[src/rtl/fetch_stage.sv]
// rtl/fetch_stage.sv - IF stage: PC register, IF/ID pipeline register, RUN/STALL tracker
// Optional stall/flush counters enabled by macro FETCH_STALL_COUNT_EN.
module fetch_stage #(
  parameter logic [31:0] RESET_VECTOR = 32'h00000000,
  parameter int unsigned MAX_STALL    = 1
) (
  input  logic        clk,
  input  logic        rst_n,
  input  logic        PCWrite,
  input  logic        IF_ID_write,
  input  logic        HazardBit,
  input  logic        branch_taken,
  input  logic [31:0] branch_target,
  input  logic [31:0] instr_in,
  output logic [31:0] pc,
  output logic [31:0] IF_ID_pc4,
  output logic [31:0] IF_ID_instr,
  output logic        IF_ID_valid,
  output logic        stall_active,
  output logic        stall_err,
  output logic        proto_err,
  output logic [15:0] stall_count,
  output logic [15:0] flush_count
);

  typedef enum logic {RUN, STALL} state_t;

  localparam logic [15:0] MAX_STALL_W = 16'(MAX_STALL);

  state_t      state, state_nxt;
  logic [15:0] consec, consec_nxt;
  logic        stall_cycle;
  logic        proto_seen;
  logic [31:0] pc_plus4;

  assign stall_cycle  = !branch_taken && !PCWrite;
  // The hazard unit must drive PCWrite/IF_ID_write together and HazardBit as their inverse.
  assign proto_seen   = !branch_taken && ((PCWrite != IF_ID_write) || (HazardBit != !PCWrite));
  assign pc_plus4     = pc + 32'd4;
  assign stall_active = (state == STALL);

  always_comb begin
    state_nxt  = state;
    consec_nxt = consec;
    case (state)
      RUN: begin
        if (stall_cycle) begin
          state_nxt  = STALL;
          consec_nxt = 16'd1;
        end else begin
          consec_nxt = 16'd0;
        end
      end
      STALL: begin
        if (stall_cycle) begin
          if (consec != 16'hFFFF) consec_nxt = consec + 16'd1;
        end else begin
          state_nxt  = RUN;
          consec_nxt = 16'd0;
        end
      end
      default: begin
        state_nxt  = RUN;
        consec_nxt = 16'd0;
      end
    endcase
  end

  always_ff @(posedge clk) begin
    if (!rst_n) begin
      state       <= RUN;
      consec      <= 16'd0;
      pc          <= RESET_VECTOR;
      IF_ID_pc4   <= 32'd0;
      IF_ID_instr <= 32'd0;
      IF_ID_valid <= 1'b0;
      stall_err   <= 1'b0;
      proto_err   <= 1'b0;
    end else begin
      state  <= state_nxt;
      consec <= consec_nxt;
      if (stall_cycle && (consec == MAX_STALL_W)) stall_err <= 1'b1;
      if (proto_seen) proto_err <= 1'b1;
      if (branch_taken) begin
        pc          <= branch_target;
        IF_ID_pc4   <= 32'd0;
        IF_ID_instr <= 32'd0;
        IF_ID_valid <= 1'b0;
      end else begin
        if (PCWrite) pc <= pc_plus4;
        if (IF_ID_write) begin
          IF_ID_pc4   <= pc_plus4;
          IF_ID_instr <= instr_in;
          IF_ID_valid <= 1'b1;
        end
      end
    end
  end

`ifdef FETCH_STALL_COUNT_EN
  always_ff @(posedge clk) begin
    if (!rst_n) begin
      stall_count <= 16'd0;
      flush_count <= 16'd0;
    end else begin
      if (stall_cycle && (stall_count != 16'hFFFF)) stall_count <= stall_count + 16'd1;
      if (branch_taken && (flush_count != 16'hFFFF)) flush_count <= flush_count + 16'd1;
    end
  end
`else
  assign stall_count = 16'h0000;
  assign flush_count = 16'h0000;
`endif

endmodule

[config.mk]
export PLATFORM = sky130hd
export DESIGN_NAME = fetch_stage
export DESIGN_NICKNAME = d
export VERILOG_FILES = /design/src/rtl/fetch_stage.sv
export SDC_FILE = /design/constraint.sdc
export NUM_CORES = 1
export LEC_CHECK = 0
export ABC_AREA = 1
export CAP_MARGIN = 10
export CORE_MARGIN = 5
export CORE_UTILIZATION = 41
export DETAILED_ROUTE_END_ITERATION = 16
export HOLD_SLACK_MARGIN = 0.08
export MAX_ROUTING_LAYER = met4
export PLACE_DENSITY = 0.81
export SLEW_MARGIN = 20
export SYNTH_ARGS = -nofsm -noshare
export SYNTH_HDL_FRONTEND = slang
export SYNTH_SLANG_ARGS = --single-unit
[constraint.sdc]
create_clock -name clk -period 1.6 [get_ports clk]
set_input_delay 0.24 -clock clk [delete_from_list [all_inputs] [get_ports clk]]
set_output_delay 0.24 -clock clk [all_outputs]
set_load 0.01 [all_outputs]
After elaboration in Yosys (flattened, before gate mapping)
Index checks and enable logic that the tools add are counted.

operators by class
  $add $sub $neg = 2
  eq/ne operators = 5
  mux-type cells = 7
  bitwise operators = 2
  reductions and logical operators = 8

operator list
  cell                                                                      count
  32-bit 2-to-1 mux                                                         2
  32-bit by 3-bit adder with 32-bit output (second input constant)          1
  16-bit 2-to-1 mux                                                         2
  16-bit case mux with 2 select lines                                       1
  16-bit by 1-bit adder with 16-bit output (second input constant)          1
  16-bit by 1-bit equality test with 1-bit output (second input constant)   1
  16-bit inequality test (second input constant)                            1
  1-bit logical AND                                                         3
  3-bit by 2-bit inequality test with 1-bit output (second input constant)  1
  1-bit logical NOT                                                         2
  1-bit 2-to-1 mux                                                          2
  1-bit inequality test                                                     2
  1-bit NOT                                                                 2
  2-bit nonzero test                                                        1
  2-bit OR reduction                                                        1
  1-bit logical OR                                                          1

word-level totals
  flip-flop bits (word level) = 116
  input port bits = 70

Logic depth before layout (Yosys ltp)
Gate-level depths: netlist of run 1.

  depth after elaboration = 4
  mapped depth = 10
  depth with buffers taken out = 10

Least setup slack after synthesis of run 1
OpenSTA, ideal clock, no wires.

  path type = flip-flop to flip-flop
  start point = register pc[2]
  end point = register IF_ID_pc4[28]
  setup time = 0.115 ns
  arrival time = 1.479 ns
  required time = 1.485 ns
  setup slack = 0.005 ns
  cell stages (with the launch flop) = 11
  buffers on the path = 0
  clock period less this slack = 1.595 ns
  path through = dfxtp_1 -> ha_1 -> nand2_2 -> nor2_4 -> nand2_4 -> nor2_4 -> nand2_1 -> nand2_1 -> nand2_1 -> o21ai_0 -> inv_1

between the ends
  longest elaborated chain between the ends = 1

ends and longest elaborated chain
  element                                   line  text
  start, declared                           15    output logic [31:0] pc,
  start signal, assigned                    85    pc <= branch_target;
  start signal, assigned                    90    if (PCWrite) pc <= pc_plus4;
  32-bit by 3-bit adder with 32-bit output  39    assign pc_plus4 = pc + 32'd4;
  end signal, assigned                      92    IF_ID_pc4 <= pc_plus4;
  end, declared                             16    output logic [31:0] IF_ID_pc4,

No other way between the ends.
A chain may end at the register's enable or synchronous reset.

Worst setup path after layout of run 1
  start point = register IF_ID_pc4[6]
  end point = output port IF_ID_pc4[6]

No word-level cell between the ends.

==> results of run 1 <==
==> final timing paths <==
check | startpoint | endpoint | slack (ps) | cells past startpoint
min | IF_ID_write | IF_ID_pc4[0]$_SDFFE_PP0P_ | 190 | 2
max | IF_ID_pc4[6]$_SDFFE_PP0P_ | IF_ID_pc4[6] | 40 | 1
max reg2reg | pc[2]$_SDFFE_PN0P_ | IF_ID_pc4[27]$_SDFFE_PP0P_ | 70 | 10
min reg2reg | IF_ID_pc4[3]$_SDFFE_PP0P_ | IF_ID_pc4[3]$_SDFFE_PP0P_ | 460 | 2
==> metal layers <==
layer	wire, um	track usage
met4	485	0.0874
met3	1650	0.0589
met5	0	-
met2	8480	0.365
met1	7770	0.272
==> kinds of logic (layout without fill, tap and decap cells) <==
kind of cell               Yosys count  in the layout
and+or+nand+nor                    395            396
buffers and inverters              154            348
AOI/OAI and AO/OA                  147            147
DFF                                116            116
xor gates and xnor gates            15             15
adders and majority gates            3              3
other                                1             32
==> per-stage QoR <==
step / hold slack (ps) / cells / TNS, ps / setup WS, ps
global placement: 447 / 1195 / -835 / -171
floorplan: 338 / 862 / 0 / 5.14
detailed placement: 454 / 1195 / -2420 / -212
global route: 182 / 1237 / -151 / -37.1
finish: 189 / 1237 / 0 / 36.8
CTS: 174 / 1229 / 0 / 0.110
==> flip-flops by register name, indices dropped and copies added (netlist names) <==
register,flops
IF_ID_instr,32
IF_ID_pc4,32
pc,32
consec,16
IF_ID_valid,1
proto_err,1
stall_active,1
stall_err,1
==> placed cells by master, fill, tap and decap left out, types with 22 or more instances in the layout <==
| cell type | netlist | routed |
|---|---|---|
| nand2_1 | 212 | 209 |
| clkdlybuf4s50_1 | 0 | 130 |
| inv_1 | 85 | 82 |
| nor2_1 | 95 | 92 |
| conb_1 | 1 | 32 |
| dlygate4sd2_1 | 0 | 29 |
| a22oi_1 | 22 | 22 |
| dfxtp_1 | 116 | 96 |
| nand3_1 | 29 | 28 |
| a21oi_1 | 71 | 69 |
| buf_4 | 35 | 57 |
| o21ai_0 | 34 | 30 |
==> layout make-up <==
type | count | area (um2)
well taps | 180 | 225
multi-input cells | 593 | 3000
repair buffers | 231 | 2200
clock buffers | 22 | 474
inverters | 85 | 319
clock inverters | 10 | 105
flip-flops and latches | 116 | 2350
fillers | 1237 | 5260
==> power breakdown <==
group          switching, W  internal, W  leakage, nW  total (W)
Clock               0.00132      0.00239        0.285    0.00372
Sequential        0.0000853      0.00301        0.955    0.00309
Combinational      0.000504     0.000495         2.74   0.000999
Total               0.00191      0.00590         3.98    0.00781
==> cell usage after synthesis, drive strengths merged <==
| cell | instances |
|---|---|
| a21o | 4 |
| a21oi | 75 |
| a22oi | 22 |
| a31oi | 8 |
| and2 | 2 |
| buf | 44 |
| clkbuf | 25 |
| conb | 1 |
| dfxtp | 116 |
| ha | 3 |
| inv | 85 |
| nand2 | 222 |
| nand3 | 31 |
| nand3b | 5 |
| nand4 | 13 |
| nor2 | 114 |
| nor3 | 4 |
| nor4 | 3 |
| o21ai | 38 |
| or2 | 1 |
| xnor2 | 4 |
| xor2 | 11 |
==> timing repair <==
| item | CTS | global route |
|---|---|---|
| gates cloned | 0 | 1 |
| endpoints found under the setup margin | 35 | 43 |
| pin swaps | 4 | 12 |
| setup buffers | 2 | 7 |
| resized for setup | 49 | 29 |
| hold buffers | 0 | 0 |
==> metrics.txt, run 1 <==
Startpoint Class=register; Post-Syn Area per Cell=7.05 um2; vias in the first global route=5,815; count of final max-slew check failures=0; Synth cell types=35; top post-synthesis cells by area=dfxtp_1 (40%), nand2_1 (14%), nor2_1 (6.1%); post-route ant nets=0; initial antenna violation count=0; Post-Synthesis Cell Area=5860 um2; Leakage=3.98 nW; Chip Width=around 130 um; Synth Warn #=0; post-DR wirelength/cell=roughly 15 um; crit end category=primary output; Synth Area in Compound Gates=0.141; largest family of logic cells by synthesized area=simple AND/OR/NAND/NOR gates; row count=43; Overflow after GRT=0; nets=1,117; initial core utilization=0.420; Max VDD drop=roughly 670 uV; PortBufs=between 150 and 200; area share of the largest cell type after synthesis=0.396; Num CTS Buffers=17; Area growth, synth to finish=48.1%; Placer Congestion=just over 0.9; hold crit path type=in -> reg; post-synthesis xor/xnor area fraction=0.0276; biggest cell delay along the critical path=560 ps; fmax=roughly 640 MHz; FF+latch count, synth=116; Die Height=between 100 and 150 um; Detail Placement HPWL=13.5 mm; routed via count=6,026; slowest CP cell=clkdlybuf4s50_1; CTS tree=done; RSZ-0062 raised after global routing=true; drt drc=0; clock sinks=116; count of final hold-check violations=0; htree depth=4; Crit Path Max Fanout=2; status=finished clean; drt total wl=between 15 and 20 mm; post-layout minimum cycle time=1560 ps; PwrDens=901 nW/um2; total power draw=0.00781 W; Max Cap Violations=0; mux cell area share after synthesis=0; clk_skew=6.28 ps; area leader, netlist=dfxtp_1; Simple-Gate Fraction of Synth Area=0.305; Critical path buffers and inverters=1; DP Area=7950 um2; Total GRT Usage=0.227; Iter 0 DRT Violations=410; die area=around 17,000 um2; Clk pin slew, worst setup/hold paths=60 ps; final setup violating endpoints=0; crit share post-route=0.977; WS Path Type=reg -> out; crit path cell chain=clkdlybuf4s50_1; vias per cell=4.87; largest net degree at the start of global routing=38; Clock Tree Buf Depth=2; Synth Area in Adders=0.00641; Worst-Skew Late Latency=420 ps; critical path required time=1360 ps; fin util=0.622; Critical Path AT=1320 ps; IO Count=202; Root Buffer Master=clkbuf_16; Crit path max-delay family=buffers and inverters; core area=13,900 um2; drt pass-1 iters=9; diodes inserted=0; first-pass GRT wire length=29.0 mm; post-route cell area=8670 um2; Mapped Cells=831; post-synthesis sequential area ratio=0.396; layout cells sized above 1=0.161
No activity file was read; power rests on OpenSTA's default activity.
==> run 2: changes to the inputs <==
--- a/config.mk
+++ b/config.mk
@@ -13,6 +13,7 @@
 export HOLD_SLACK_MARGIN = 0.08
 export MAX_ROUTING_LAYER = met4
 export PLACE_DENSITY = 0.81
+export RECOVER_POWER = 25
 export SLEW_MARGIN = 20
 export SYNTH_ARGS = -nofsm -noshare
 export SYNTH_HDL_FRONTEND = slang
==> metrics.txt, run 2 (synthesis results as in run 1) <==
final setup violating endpoints=0 (unchanged); core area=13,900 um2 (unchanged); Die Height=130 um (unchanged); Crit path max-delay family=buffers and inverters; CTS tree=done; initial core utilization=0.420 (unchanged); Detail Placement HPWL=13.5 mm (unchanged); RSZ-0062 raised after global routing=true; PortBufs=169 (unchanged); count of final max-slew check failures=0 (unchanged); reg-to-reg slack, setup=60 ps (about the same); setup TNS=0 ps (unchanged); worst hold start=IF_ID_write; Leakage=3.83 nW (-3.8%); critical path required time=1360 ps (about the same); nets=1,117 (unchanged); first-pass GRT wire length=29.0 mm (unchanged); Critical path buffers and inverters=1 (unchanged); Crit Path Max Fanout=2 (unchanged); layout cells sized above 1=0.158 (-0.00284); CP Launch Point=IF_ID_pc4[21]$_SDFFE_PP0P_; Worst-Skew Late Latency=420 ps (about the same); crit path cell chain=clkdlybuf4s50_1; r2r startpoint=pc[2]$_SDFFE_PN0P_; WL met2=8.55 mm (+0.86%); post-layout minimum cycle time=1560 ps (-2.47 ps); DR WL met3=1.60 mm (-3.0%); Chip Width=130 um (unchanged); initial antenna violation count=0 (unchanged); Area growth, synth to finish=46.7%; vias per cell=4.86 (-0.32%); crit end category=primary output; Startpoint Class=register; Placer Congestion=0.918 (unchanged); htree depth=4 (unchanged); fin worst setup slack=39.3 ps (+2.47 ps); Critical Path AT=1320 ps (about the same); top routing layer in use=met4; slowest CP cell=clkdlybuf4s50_1; WS Path Type=reg -> out; hold crit path type=in -> reg; post-DR wirelength/cell=14.9 um (+0.15%); clock sinks=116 (unchanged); Clk pin slew, worst setup/hold paths=60 ps (about the same); DP Worst Slack=-212 ps (unchanged); Max VDD drop=666 uV (-0.15%); fmax=641 MHz (+0.16%); PwrDens=907 nW/um2 (+0.68%); Root Buffer Master=clkbuf_16; wl on met1=7.82 mm (+0.71%); Top Registers=IF_ID_instr: 32 flops, IF_ID_pc4: 32 flops, pc: 32 flops; largest net degree at the start of global routing=38 (unchanged); most common cell after layout, fill and taps aside=nand2_1; crit share post-route=0.975 (-0.00154); drt total wl=18.4 mm (+0.15%); Total GRT Usage=0.227 (unchanged); count of final hold-check violations=0 (unchanged); Num CTS Buffers=17 (unchanged); diodes inserted=0 (unchanged); fin util=0.617 (-0.00566); hold_buf cts=0 (unchanged); vias in the first global route=5,815 (unchanged); routed via count=6,007 (-0.32%); Max Cap Violations=0 (unchanged); die area=16,800 um2 (unchanged); Iter 0 DRT Violations=410 (unchanged); IO Count=202 (unchanged); clk_skew=8.51 ps (+2.23 ps); Clock Tree Buf Depth=2 (unchanged); row count=43 (unchanged); Overflow after GRT=0 (unchanged); hold_ws=191 ps (+2.09 ps); status=finished clean; drt pass-1 iters=6 (-3); most frequent cells in the layout=nand2_1 (209), clkdlybuf4s50_1 (129), dfxtp_1 (96); biggest cell delay along the critical path=570 ps (about the same); drt drc=0 (unchanged); post-route ant nets=0 (unchanged)
run 2: path summary, 6_finish.rpt:
kind,end,depth (start not counted)
min,IF_ID_pc4[0]$_SDFFE_PP0P_,2
min reg2reg,IF_ID_pc4[3]$_SDFFE_PP0P_,2
max,IF_ID_pc4[21],1
max reg2reg,IF_ID_pc4[27]$_SDFFE_PP0P_,10
run 2: power by group:
part / switching [W] / leakage [nW] / internal (W)
sequential: 0.0000860 / 0.955 / 0.00301
clock: 0.00132 / 0.285 / 0.00239
combinational: 0.000503 / 2.59 / 0.000480
run 2: metrics by stage:
| stage | std cells | cell area, um2 | power (W) |
|---|---|---|---|
| 5_1_grt | 1237 | 8590 | 0.00809 |
| 4_1_cts | 1229 | 8530 | 0.00787 |
| 3_3_place_gp | 1195 | 7950 | 0.00415 |
| 6_report | 1237 | 8590 | 0.00779 |
| 3_5_place_dp | 1195 | 7950 | 0.00417 |
| 2_1_floorplan | 862 | 5970 | 0.00363 |
run 2: layout make-up:
type	count	area (um2)
fill	1249	5340
clock inverter	10	105
multi-input combinational	593	3000
clock buffer	22	474
sequential	116	2350
tap	180	225
inverter	85	319
timing repair buffer	231	2120
run 2: layer usage:
layer,vias up,global-route usage
met5,-,-
met4,0,0.0874
met3,27,0.0589
met2,261,0.365
met1,2699,0.272
li1,3020,-
run 2: timing repair:
action,CTS,global route
resized for setup,49,29
setup buffers,2,7
pin swaps,4,12
setup endpoints to repair,35,43
cloned,0,1
